### config.mk
export PLATFORM = sky130hd
export DESIGN_NAME = adc_bitslip_align_flat
export DESIGN_NICKNAME = d
export VERILOG_FILES = /design/src/rtl/adc_bitslip_align_if.sv /design/src/rtl/adc_bitslip_align.sv /design/src/flat_wrapper.sv
export SDC_FILE = /design/constraint.sdc
export NUM_CORES = 1
export LEC_CHECK = 0
export BUFFER_PORTS_ARGS = -buffer_cell sky130_fd_sc_hd__buf_4
export CORE_MARGIN = 2
export CORE_UTILIZATION = 55
export DETAILED_ROUTE_END_ITERATION = 7
export PLACE_DENSITY = 0.82
export SYNTH_ARGS = -nofsm -noshare
export SYNTH_HDL_FRONTEND = slang
export SYNTH_SLANG_ARGS = --single-unit
### constraint.sdc
create_clock -name clk -period 4.5 [get_ports clk]
set_input_delay 1.35 -clock clk [delete_from_list [all_inputs] [get_ports clk]]
set_output_delay 1.35 -clock clk [all_outputs]
set_load 0.01 [all_outputs]
### src/rtl/adc_bitslip_align_if.sv
// ----------------------------------------------------------------------------
// adc_bitslip_align_if
// Bundle between the per-channel ISERDES2 deserialisers / channel logic and the
// bitslip word-alignment controller.
//   start  : one-cycle pulse, (re)start alignment of all channels
//   din    : deserialised words, channel k = din[k*WIDTH +: WIDTH]
//   dout   : din delayed one clock, same packing
//   bs     : per-channel bitslip pulse toward ISERDES2 BITSLIP
//   locked : per-channel aligned flag
//   fail   : per-channel "no slip position matched" flag
//   slips  : per-channel slip count, channel k = slips[k*CNTW +: CNTW]
//   busy   : at least one channel is still aligning
// master = driver/consumer side, slave = the alignment controller.
// ----------------------------------------------------------------------------
interface adc_bitslip_align_if #(
  parameter int NCH   = 4,
  parameter int WIDTH = 6,
  parameter int CNTW  = 4
);
  logic                  start;
  logic [NCH*WIDTH-1:0]  din;
  logic [NCH*WIDTH-1:0]  dout;
  logic [NCH-1:0]        bs;
  logic [NCH-1:0]        locked;
  logic [NCH-1:0]        fail;
  logic [NCH*CNTW-1:0]   slips;
  logic                  busy;

  modport master (
    output start, din,
    input  dout, bs, locked, fail, slips, busy
  );

  modport slave (
    input  start, din,
    output dout, bs, locked, fail, slips, busy
  );
endinterface

### src/rtl/adc_bitslip_align.sv
// ----------------------------------------------------------------------------
// adc_bitslip_align
// Automatic word-alignment controller for NCH ADC serial channels. On start,
// each channel independently pulses its ISERDES2 BITSLIP until the parallel
// word equals the training PATTERN for MATCH_CNT consecutive words (locked),
// or gives up after MAX_SLIP slips (fail).
// Ports:
//   clk   : word clock (ISERDES2 CLKDIV), rising edge
//   rst_n : asynchronous active-low reset
//   bus   : adc_bitslip_align_if.slave (start/din in; dout/bs/locked/fail/
//           slips/busy out, all registered)
// ----------------------------------------------------------------------------
module adc_bitslip_align #(
  parameter int               NCH       = 4,
  parameter int               WIDTH     = 6,
  parameter logic [WIDTH-1:0] PATTERN   = 6'b111000,
  parameter int               SLIP_WAIT = 4,
  parameter int               MATCH_CNT = 8,
  parameter int               MAX_SLIP  = 11,
  parameter int               CNTW      = 4
) (
  input  logic                clk,
  input  logic                rst_n,
  adc_bitslip_align_if.slave  bus
);

  localparam int WCW = $clog2(SLIP_WAIT + 2);
  localparam int MCW = $clog2(MATCH_CNT + 2);

  typedef enum logic [2:0] {
    S_IDLE   = 3'd0,
    S_WAIT   = 3'd1,
    S_CHECK  = 3'd2,
    S_SLIP   = 3'd3,
    S_LOCK   = 3'd4,
    S_FAILED = 3'd5
  } state_e;

  // Per-channel decoded outputs, registered together below.
  logic [NCH-1:0]      bs_d;
  logic [NCH-1:0]      locked_d;
  logic [NCH-1:0]      fail_d;
  logic [NCH-1:0]      busy_ch_d;
  logic [NCH*CNTW-1:0] slips_d;

  for (genvar k = 0; k < NCH; k++) begin : g_ch
    state_e           state_q, state_d;
    logic [WCW-1:0]   wcnt_q, wcnt_d;
    logic [MCW-1:0]   mcnt_q, mcnt_d;
    logic [CNTW-1:0]  scnt_q, scnt_d;
    logic [WIDTH-1:0] word_s;
    logic             bs_c, locked_c, fail_c, busy_c;

    assign word_s = bus.din[k*WIDTH +: WIDTH];

    // Channel state and counter registers
    always_ff @(posedge clk or negedge rst_n) begin
      if (!rst_n) begin
        state_q <= S_IDLE;
        wcnt_q  <= {WCW{1'b0}};
        mcnt_q  <= {MCW{1'b0}};
        scnt_q  <= {CNTW{1'b0}};
      end else begin
        state_q <= state_d;
        wcnt_q  <= wcnt_d;
        mcnt_q  <= mcnt_d;
        scnt_q  <= scnt_d;
      end
    end

    // Channel next-state: start overrides everything and restarts the settle wait
    always_comb begin
      state_d = state_q;
      wcnt_d  = wcnt_q;
      mcnt_d  = mcnt_q;
      scnt_d  = scnt_q;
      if (bus.start) begin
        state_d = S_WAIT;
        wcnt_d  = WCW'(SLIP_WAIT);
        mcnt_d  = {MCW{1'b0}};
        scnt_d  = {CNTW{1'b0}};
      end else begin
        case (state_q)
          S_WAIT: begin
            // Leaves on the cycle the count reaches zero; DIN is not looked at.
            if (wcnt_q <= WCW'(1)) begin
              wcnt_d  = {WCW{1'b0}};
              state_d = S_CHECK;
            end else begin
              wcnt_d  = wcnt_q - WCW'(1);
            end
          end
          S_CHECK: begin
            if (word_s == PATTERN) begin
              mcnt_d = mcnt_q + MCW'(1);
              if (mcnt_q == MCW'(MATCH_CNT - 1)) begin
                state_d = S_LOCK;
              end else begin
                state_d = S_CHECK;
              end
            end else begin
              mcnt_d = {MCW{1'b0}};
              if (scnt_q < CNTW'(MAX_SLIP)) begin
                state_d = S_SLIP;
              end else begin
                state_d = S_FAILED;
              end
            end
          end
          S_SLIP: begin
            scnt_d  = scnt_q + CNTW'(1);
            wcnt_d  = WCW'(SLIP_WAIT);
            state_d = S_WAIT;
          end
          S_IDLE, S_LOCK, S_FAILED: begin
            state_d = state_q;
          end
          default: begin
            state_d = S_IDLE;
          end
        endcase
      end
    end

    // Channel output decode; a slip coinciding with a restart is not issued
    always_comb begin
      bs_c     = 1'b0;
      locked_c = 1'b0;
      fail_c   = 1'b0;
      busy_c   = 1'b0;
      case (state_q)
        S_SLIP: begin
          bs_c   = ~bus.start;
          busy_c = 1'b1;
        end
        S_WAIT, S_CHECK: begin
          busy_c = 1'b1;
        end
        S_LOCK: begin
          locked_c = 1'b1;
        end
        S_FAILED: begin
          fail_c = 1'b1;
        end
        S_IDLE: begin
          busy_c = 1'b0;
        end
        default: begin
          busy_c = 1'b0;
        end
      endcase
    end

    assign bs_d[k]                    = bs_c;
    assign locked_d[k]                = locked_c;
    assign fail_d[k]                  = fail_c;
    assign busy_ch_d[k]               = busy_c;
    assign slips_d[k*CNTW +: CNTW]    = scnt_q;
  end

  // Output registers toward the ISERDES2 and the channel processing logic
  always_ff @(posedge clk or negedge rst_n) begin
    if (!rst_n) begin
      bus.dout   <= {(NCH*WIDTH){1'b0}};
      bus.bs     <= {NCH{1'b0}};
      bus.locked <= {NCH{1'b0}};
      bus.fail   <= {NCH{1'b0}};
      bus.slips  <= {(NCH*CNTW){1'b0}};
      bus.busy   <= 1'b0;
    end else begin
      bus.dout   <= bus.din;
      bus.bs     <= bs_d;
      bus.locked <= locked_d;
      bus.fail   <= fail_d;
      bus.slips  <= slips_d;
      bus.busy   <= |busy_ch_d;
    end
  end

endmodule

### src/flat_wrapper.sv
// flat-port wrapper written by rule: the top's interface ports become plain ports
module adc_bitslip_align_flat 
#(
  parameter int               NCH       = 4,
  parameter int               WIDTH     = 6,
  parameter logic [WIDTH-1:0] PATTERN   = 6'b111000,
  parameter int               SLIP_WAIT = 4,
  parameter int               MATCH_CNT = 8,
  parameter int               MAX_SLIP  = 11,
  parameter int               CNTW      = 4
)
  (clk, rst_n, bus_start, bus_din, bus_dout, bus_bs, bus_locked, bus_fail, bus_slips, bus_busy);
  adc_bitslip_align_if #(.NCH(NCH), .WIDTH(WIDTH), .CNTW(CNTW)) bus_i ();
  input  logic clk;
  input  logic rst_n;
  input wire logic [$bits(bus_i.start)-1:0] bus_start;
  input wire logic [$bits(bus_i.din)-1:0] bus_din;
  output wire logic [$bits(bus_i.dout)-1:0] bus_dout;
  output wire logic [$bits(bus_i.bs)-1:0] bus_bs;
  output wire logic [$bits(bus_i.locked)-1:0] bus_locked;
  output wire logic [$bits(bus_i.fail)-1:0] bus_fail;
  output wire logic [$bits(bus_i.slips)-1:0] bus_slips;
  output wire logic [$bits(bus_i.busy)-1:0] bus_busy;
  assign bus_i.start = bus_start;
  assign bus_i.din = bus_din;
  assign bus_dout = bus_i.dout;
  assign bus_bs = bus_i.bs;
  assign bus_locked = bus_i.locked;
  assign bus_fail = bus_i.fail;
  assign bus_slips = bus_i.slips;
  assign bus_busy = bus_i.busy;
  adc_bitslip_align #(.NCH(NCH), .WIDTH(WIDTH), .PATTERN(PATTERN), .SLIP_WAIT(SLIP_WAIT), .MATCH_CNT(MATCH_CNT), .MAX_SLIP(MAX_SLIP), .CNTW(CNTW)) u_core (.clk(clk), .rst_n(rst_n), .bus(bus_i));
endmodule
## Word level (Yosys, flattened, before mapping)

Index checks and enable logic that the tools add are counted.

| word-level totals | value |
|---|---|
| flip-flop bits (word level) | 109 |

| cells by class | value |
|---|---|
| add/subtract/negate cells | 12 |
| $lt $le $gt $ge | 8 |
| eq/ne operators | 36 |
| multiplexer cells | 72 |
| bitwise logic cells | 1 |
| reductions and logical operators | 29 |

Operator list:

| cell | number |
|---|---|
| two-way mux 3 bit | 28 |
| two-way mux 4 bit | 20 |
| case mux 3 bit (4 select lines) | 4 |
| adder 4 x 1 -> 4 bit (second input constant) | 8 |
| equality test 3 x 2 -> 1 bit (second input constant) | 8 |
| equality test 3 bit (second input constant) | 8 |
| equality test 6 bit (second input constant) | 4 |
| case mux 3 bit (2 select lines) | 4 |
| OR reduction 3 bit | 8 |
| equality test 4 x 3 -> 1 bit (second input constant) | 4 |
| < comparator 4 bit (second input constant) | 4 |
| two-way mux 1 bit | 16 |
| nonzero test 2 bit | 8 |
| equality test 3 x 1 -> 1 bit (second input constant) | 4 |
| less-or-equal comparator 3 x 1 -> 1 bit (second input constant) | 4 |
| logical NOT 3 bit | 4 |
| inequality test 3 x 2 -> 1 bit (second input constant) | 4 |
| nonzero test 3 bit | 4 |
| subtractor 3 x 1 -> 3 bit (second input constant) | 4 |
| inequality test 2 bit (second input constant) | 4 |
| AND reduction 2 bit | 4 |
| OR reduction 4 bit | 1 |
| inverter 1 bit | 1 |

## Longest topological paths before layout

Gate-level depths: netlist (run 1).

| logic depth | value |
|---|---|
| depth after elaboration | 5 |
| mapped depth | 6 |
| depth with buffers taken out | 6 |

## Worst setup path after synthesis (run 1)

OpenSTA, ideal clock, no wires.

| timing path | value |
|---|---|
| path type | input -> register |
| from | input bus_din[13] |
| to | register u_core.g_ch[2].state_q[2] |
| library setup time | 82 ps |
| arrival time | 2,497 ps |
| data required time | 4,418 ps |
| setup slack | 1,921 ps |
| stages | 4 |
| buffers on the path | 0 |
| cells stage by stage | nor4b_1 > nand3_1 > or4_1 > a31oi_1 |

| between the ends | value |
|---|---|
| word-level cells in the longest chain between the ends | 4 |

RTL lines:

| element | line | source |
|---|---|---|
| start: declaration | flat_wrapper.sv:17 | `input wire logic [$bits(bus_i.din)-1:0] bus_din;` |
| equality test 6 bit | adc_bitslip_align.sv:94 | `if (word_s == PATTERN) begin` |
| two-way mux 3 bit | adc_bitslip_align.sv:94 |  |
| case mux 3 bit (4 select lines) | adc_bitslip_align.sv:83 | `case (state_q)` |
| two-way mux 3 bit | adc_bitslip_align.sv:77 | `if (bus.start) begin` |
| end signal: assignment | adc_bitslip_align.sv:64 | `state_q <= state_d;` |
| end: declaration | adc_bitslip_align.sv:47 | `state_e state_q, state_d;` |

Every way passes these cells.
A chain may end at the register's enable or synchronous reset.

## Worst setup path in the final report (run 1)

Ends and elaborated chain as after synthesis.

==> out/results.tsv, run 1 <==
metric	value	unit
outcome	finished, final reports clean	
crit path DAT	2.84	ns
Cell Area, Placed	5230	sq um
row cnt	33	
WP data required	4.81	ns
clk slew on worst S/H paths	0.11	ns
share of layout cells above drive strength 1	0.204	
Period Utilization, post-route	0.564	
total number of vias	3328	
Post-synth EDFFs	0	
Vias/cell	5.56	
achievable frequency	0.394	GHz
initial DRC count	174	
nets@finish	532	
Static Leak	2.59	nW
CTS tree	yes	
Total GRT Usage	0.202	
Final Cell Area	5420	sq um
clk_lat worst skew	0.38	ns
CTS Sinks	109	
post_cts resized	0	
post-CTS setup buffer count	0	
CP Max Fanout	10	
Top FF cell, synth	dfrtp_1	
gp weighted congestion	0.819	
Final TNS setup	0	ns
global route total overflow	0	
initial antenna violation count	0	
drt drc	0	
Mapped Avg Cell Area	11.0	sq um
largest net degree at the start of global routing	89	
max-cap violation count	0	
Synth Cell Area	4590	sq um
Starting Density	0.564	
number of antenna diodes	0	
Synth top area share	0.595	
Final Setup Violations	0	
HPWL after DPL	5770	um
syn_nets	459	
CP Class	in2reg	
PortBufs	79	
min Tclk post-route	2.54	ns
first-pass GRT wire length	14300	um
Num CTS Buffers	9	
die height	95.3	um
RSZ-0062 raised after global routing	false	
synth cell count leaders	dfrtp_1 (109), nand2_1 (41), nor2_1 (36)	
routed wire length per instance	14.1	um
Yosys reg bits	109	
DR pass1 iterations	4	
Layout area overhead	18.1	%
I/O Pins	80	
Distinct cells, synth	46	
dominant cells by area after synthesis	dfrtp_1 (59%), ha_1 (4.4%), a21oi_1 (3.6%)	
Die X	95.3	um
hold slack	0.426	ns
Routed WL	8460	um
CTS root buf	clkbuf_8	
Hold Crit Class	reg2reg	
vias in the first global route	3178	
most common cell in the netlist	dfrtp_1	
Yosys top cell by area	dfrtp_1	
Detail Route Antenna Nets	0	
core area	8130	sq um
CTS Hold Bufs	0	
actual slew at the worst max-slew pin	1.07	ns
skew final	0.0115	ns
Syn Inst Count	416	
CP endpoint kind	flop	
sequential element share of the synthesized area	0.595	
Max Root-Sink Buffers	2	
startpoint types	input port	
Final Hold Fails	0	
worst vdd ir	0.000176	V
full die area	9080	sq um
max-slew violation total from the final report	0	
Syn. warnings	0	
Rel. slew slack	0.286	
Fillers	605	
Post-synth ARST share	1.00	
CTS H-tree lvls	3	
Cell Pwr Density	426	nW/um^2
-- power breakdown --
group | switching, mW | internal [mW]
sequential | 0.124 | 1.08
combinational | 0.274 | 0.252
clock | 0.359 | 0.216
-- path summary, 6_finish.rpt --
| check | from | cells past startpoint | end | slack [ns] |
|---|---|---|---|---|
| min | u_core.g_ch[3].scnt_q[3] | 0 | u_core.bus.slips[15] | 0.43 |
| max | bus_din[13] | 5 | u_core.g_ch[2].state_q[2] | 1.96 |
| max in group asynchronous | rst_n | 2 | u_core.g_ch[2].scnt_q[0] | 2.45 |
| min reg2reg | u_core.g_ch[3].scnt_q[3] | 0 | u_core.bus.slips[15] | 0.43 |
| max reg2reg | u_core.g_ch[3].state_q[1] | 3 | u_core.g_ch[3].mcnt_q[3] | 2.59 |
| min in group asynchronous | rst_n | 1 | u_core.bus.dout[20] | 1.17 |
-- per-stage QoR --
step           instances  utilization  power, mW  worst slack [ns]
3_3_place_gp         583        0.643       1.72              1.65
4_1_cts              599        0.666       2.33              1.98
6_report             599        0.666       2.31              1.96
2_1_floorplan        416            -       1.59              1.92
5_1_grt              599        0.666       2.47              1.86
3_5_place_dp         583        0.643       1.75              1.59
-- sequential cells by signal, summed over array words and instances, names as in the netlist --
signal and cells:
u_core.bus.busy 1, u_core.bus.slips 16, u_core.g_ch.scnt_q 16, u_core.bus.bs 4, u_core.g_ch.mcnt_q 16, u_core.bus.dout 24, u_core.g_ch.state_q 12, u_core.bus.locked 4
u_core.bus.fail 4, u_core.g_ch.wcnt_q 12
-- critical path, stage by stage --
cell	delay, ns
buf_4	0.11
nor4b_1	0.32
nand3_1	0.30
or4_1	0.57
a31oi_1	0.19
-- layout by cell type, fill, tap and decap left out, types with 2 or more instances in the layout --
cell type  instances
o21ai_0            9
a41o_1             2
o21ba_2            3
nand3b_1           4
nand4b_1           2
or3_1             12
o21bai_1           4
inv_8              3
nand2b_1           7
mux2i_1            2
nand2_1           41
xor2_1             8
or3b_1             5
buf_4             80
nor4b_1            4
nor2_1            36
nor2b_1            6
a21oi_1           33
nand3_1           20
clkbuf_8           9
ha_1              16
o31ai_1            2
nand4_1            2
inv_1             16
a21o_1             3
a31oi_1            5
and3b_1            2
clkinv_4           2
xnor2_1            2
a211o_1            2
dfrtp_1          109
or4_1             10
a2bb2oi_1          6
nor3b_1           14
-- layout make-up --
cell class | instances | area, sq um | area share
Sequential cell | 109 | 2730 | 0.504
Multi-Input combinational cell | 273 | 1710 | 0.315
Timing Repair Buffer | 80 | 601 | 0.111
Tap cell | 105 | 131 | 0.0243
Clock buffer | 9 | 124 | 0.0229
Clock inverter | 7 | 65.1 | 0.0120
Inverter | 16 | 60.1 | 0.0111
-- layer usage --
layer  part of all wire  vias up  wire, um  track usage
met5                  0        -         0            0
met4              0.017        0       140       0.0978
met3              0.033       12       282       0.0356
met2               0.51       61      4340        0.333
met1               0.44     1653      3690        0.259
li1                   -     1602         -            -
-- logic make-up after synthesis --
family                     Yosys count  synth area share
adders and majority gates           16            0.0437
AOI/OAI and AO/OA                   78             0.110
buffers and inverters               34            0.0327
and+or+nand+nor                    167             0.195
xor gates and xnor gates            10            0.0191
muxes                                2           0.00437
DFF                                109             0.595
Note: power is estimated with default switching activity, not from simulation.
==> run 2: changes to the inputs <==
- clock period: 4.5 -> 2.4 ns (I/O delays scaled with it)
==> run 2 against run 1 <==
Clock skew decreased by 0.0021 ns. Via count decreased by 0.39%. Final cell count increased by 1.0%. Sequential power increased by 84%. Power increased by 85%. Non-clock buffer count increased by 6. Setup slack got worse by 1.4 ns. Critical path type unchanged. Die area unchanged. Combinational power increased by 100%. Register-to-register slack got worse by 2.0 ns. Sequential cell count unchanged. Critical path depth unchanged.
==> out/results.tsv, run 2 (synthesis results as in run 1) <==
metric	value	unit
outcome	finished, final reports clean	
FF+latch area	2730	sq um
clk slew on worst S/H paths	0.10	ns
Vias/cell	5.48	
Multi-input gate area	1710	sq um
post-CTS setup buffer count	0	
drt drc	0	
routed wire length per instance	14.4	um
hold slack	0.274	ns
Final Hold Fails	0	
CTS Hold Bufs	0	
commonest cells after routing, fill and taps aside	dfrtp_1 (109), buf_4 (84), nand2_1 (41)	
Hold Crit Class	in2async	
combinational power share	0.248	
Biggest register	u_core.bus.dout	
Static Leak	2.62	nW
PortBufs	79	
sw power	1.36	mW
CTS root buf	clkbuf_8	
Die X	95.3	um
Cell Pwr Density	780	nW/um^2
nets@finish	538	
CP endpoint kind	flop	
Num CTS Buffers	9	
initial DRC count	226	
CP Max Fanout	6	
worst vdd ir	0.000414	V
Int Pwr	2.90	mW
Starting Density	0.564	
gp weighted congestion	0.807	
CTS tree	yes	
startpoint types	input port	
Sequential Power Share	0.523	
CTS H-tree lvls	3	
vias in the first global route	3269	
share of layout cells above drive strength 1	0.212	
Final Setup Violations	0	
die height	95.3	um
initial antenna violation count	0	
switching share of power	0.319	
Period Utilization, post-route	0.766	
core area	8130	sq um
worst slack, placed	0.193	ns
RSZ-0062 raised after global routing	false	
skew final	0.00942	ns
Max Root-Sink Buffers	2	
WP data required	2.68	ns
most common library cell in the layout ignoring fill and taps	dfrtp_1	
number of antenna diodes	0	
row cnt	33	
Largest register FFs	24	
I/O Pins	80	
CTS Sinks	109	
max-slew violation total from the final report	0	
Layout area overhead	19.2	%
first-pass GRT wire length	14700	um
Final TNS setup	0	ns
max-cap violation count	0	
HPWL after DPL	6060	um
Rel. slew slack	0.597	
clock power share	0.228	
post_cts resized	0	
CP Class	in2reg	
final worst slack	0.562	ns
global route total overflow	0	
total number of vias	3315	
clk_lat worst skew	0.36	ns
crit path DAT	2.12	ns
actual slew at the worst max-slew pin	0.604	ns
achievable frequency	0.544	GHz
Detail Route Antenna Nets	0	
Routed WL	8690	um
min Tclk post-route	1.84	ns
Fillers	627	
full die area	9080	sq um
DR pass1 iterations	5	
Total GRT Usage	0.205	
largest net degree at the start of global routing	59	
run 2: changes by cell type in the layout (fill, tap and decap cells not counted):
cell,delta
inv_8,-3
inv_6,-1
clkinv_2,+2
buf_12,+2
clkbuf_1,+1
buf_4,+4
clkinvlp_4,+1
run 2: critical path: stages:
cell and delay (ns):
buf_4 0.11, nor4b_1 0.35, nand3_1 0.24, or4_1 0.53
a21oi_1 0.16
run 2: final cells by class:
class	count	area share
Tap cell	105	0.0240
Clock buffer	10	0.0234
Clock inverter	6	0.00733
Multi-Input combinational cell	273	0.313
Sequential cell	109	0.499
Inverter	16	0.0110
Timing Repair Buffer	86	0.123
run 2: metrics by stage:
stage / cell area (sq um) / power, mW / utilization / cells
after floorplan: 4590 / 2.98 / - / 416
after global placement: 5300 / 3.25 / 0.651 / 589
after detailed placement: 5300 / 3.32 / 0.651 / 589
after CTS: 5470 / 4.29 / 0.672 / 605
after global routing: 5470 / 4.56 / 0.672 / 605
final: 5470 / 4.27 / 0.672 / 605
run 2: routing by layer:
metal,GRT usage,wire length (um),share of wire
met1,0.261,3700,0.43
met2,0.360,4570,0.53
met3,0.0285,334,0.038
met4,0.0676,82,0.0094
met5,0,0,0
run 2: power by group through the flow:
stage / clock network [mW] / registers, mW / logic, mW
6_report: 0.975 / 2.23 / 1.06
5_1_grt: 1.07 / 2.27 / 1.22
3_3_place_gp: 0 / 2.25 / 0.999
3_5_place_dp: 0 / 2.26 / 1.06
4_1_cts: 0.996 / 2.23 / 1.07
2_1_floorplan: 0 / 2.22 / 0.764
run 2: path summary, 6_finish.rpt:
path,start,end,slack [ns],cells after the start
hold reg to reg,u_core.g_ch[3].scnt_q[3],u_core.bus.slips[15],0.43,0
hold / removal,rst_n,u_core.bus.dout[19],0.27,1
setup / recovery,bus_din[1],u_core.g_ch[0].mcnt_q[3],0.56,5
min in group clk,u_core.g_ch[3].scnt_q[3],u_core.bus.slips[15],0.43,0
setup reg to reg,u_core.g_ch[2].state_q[0],u_core.g_ch[2].state_q[2],0.57,3
max in group asynchronous,rst_n,u_core.g_ch[2].mcnt_q[2],1.58,2
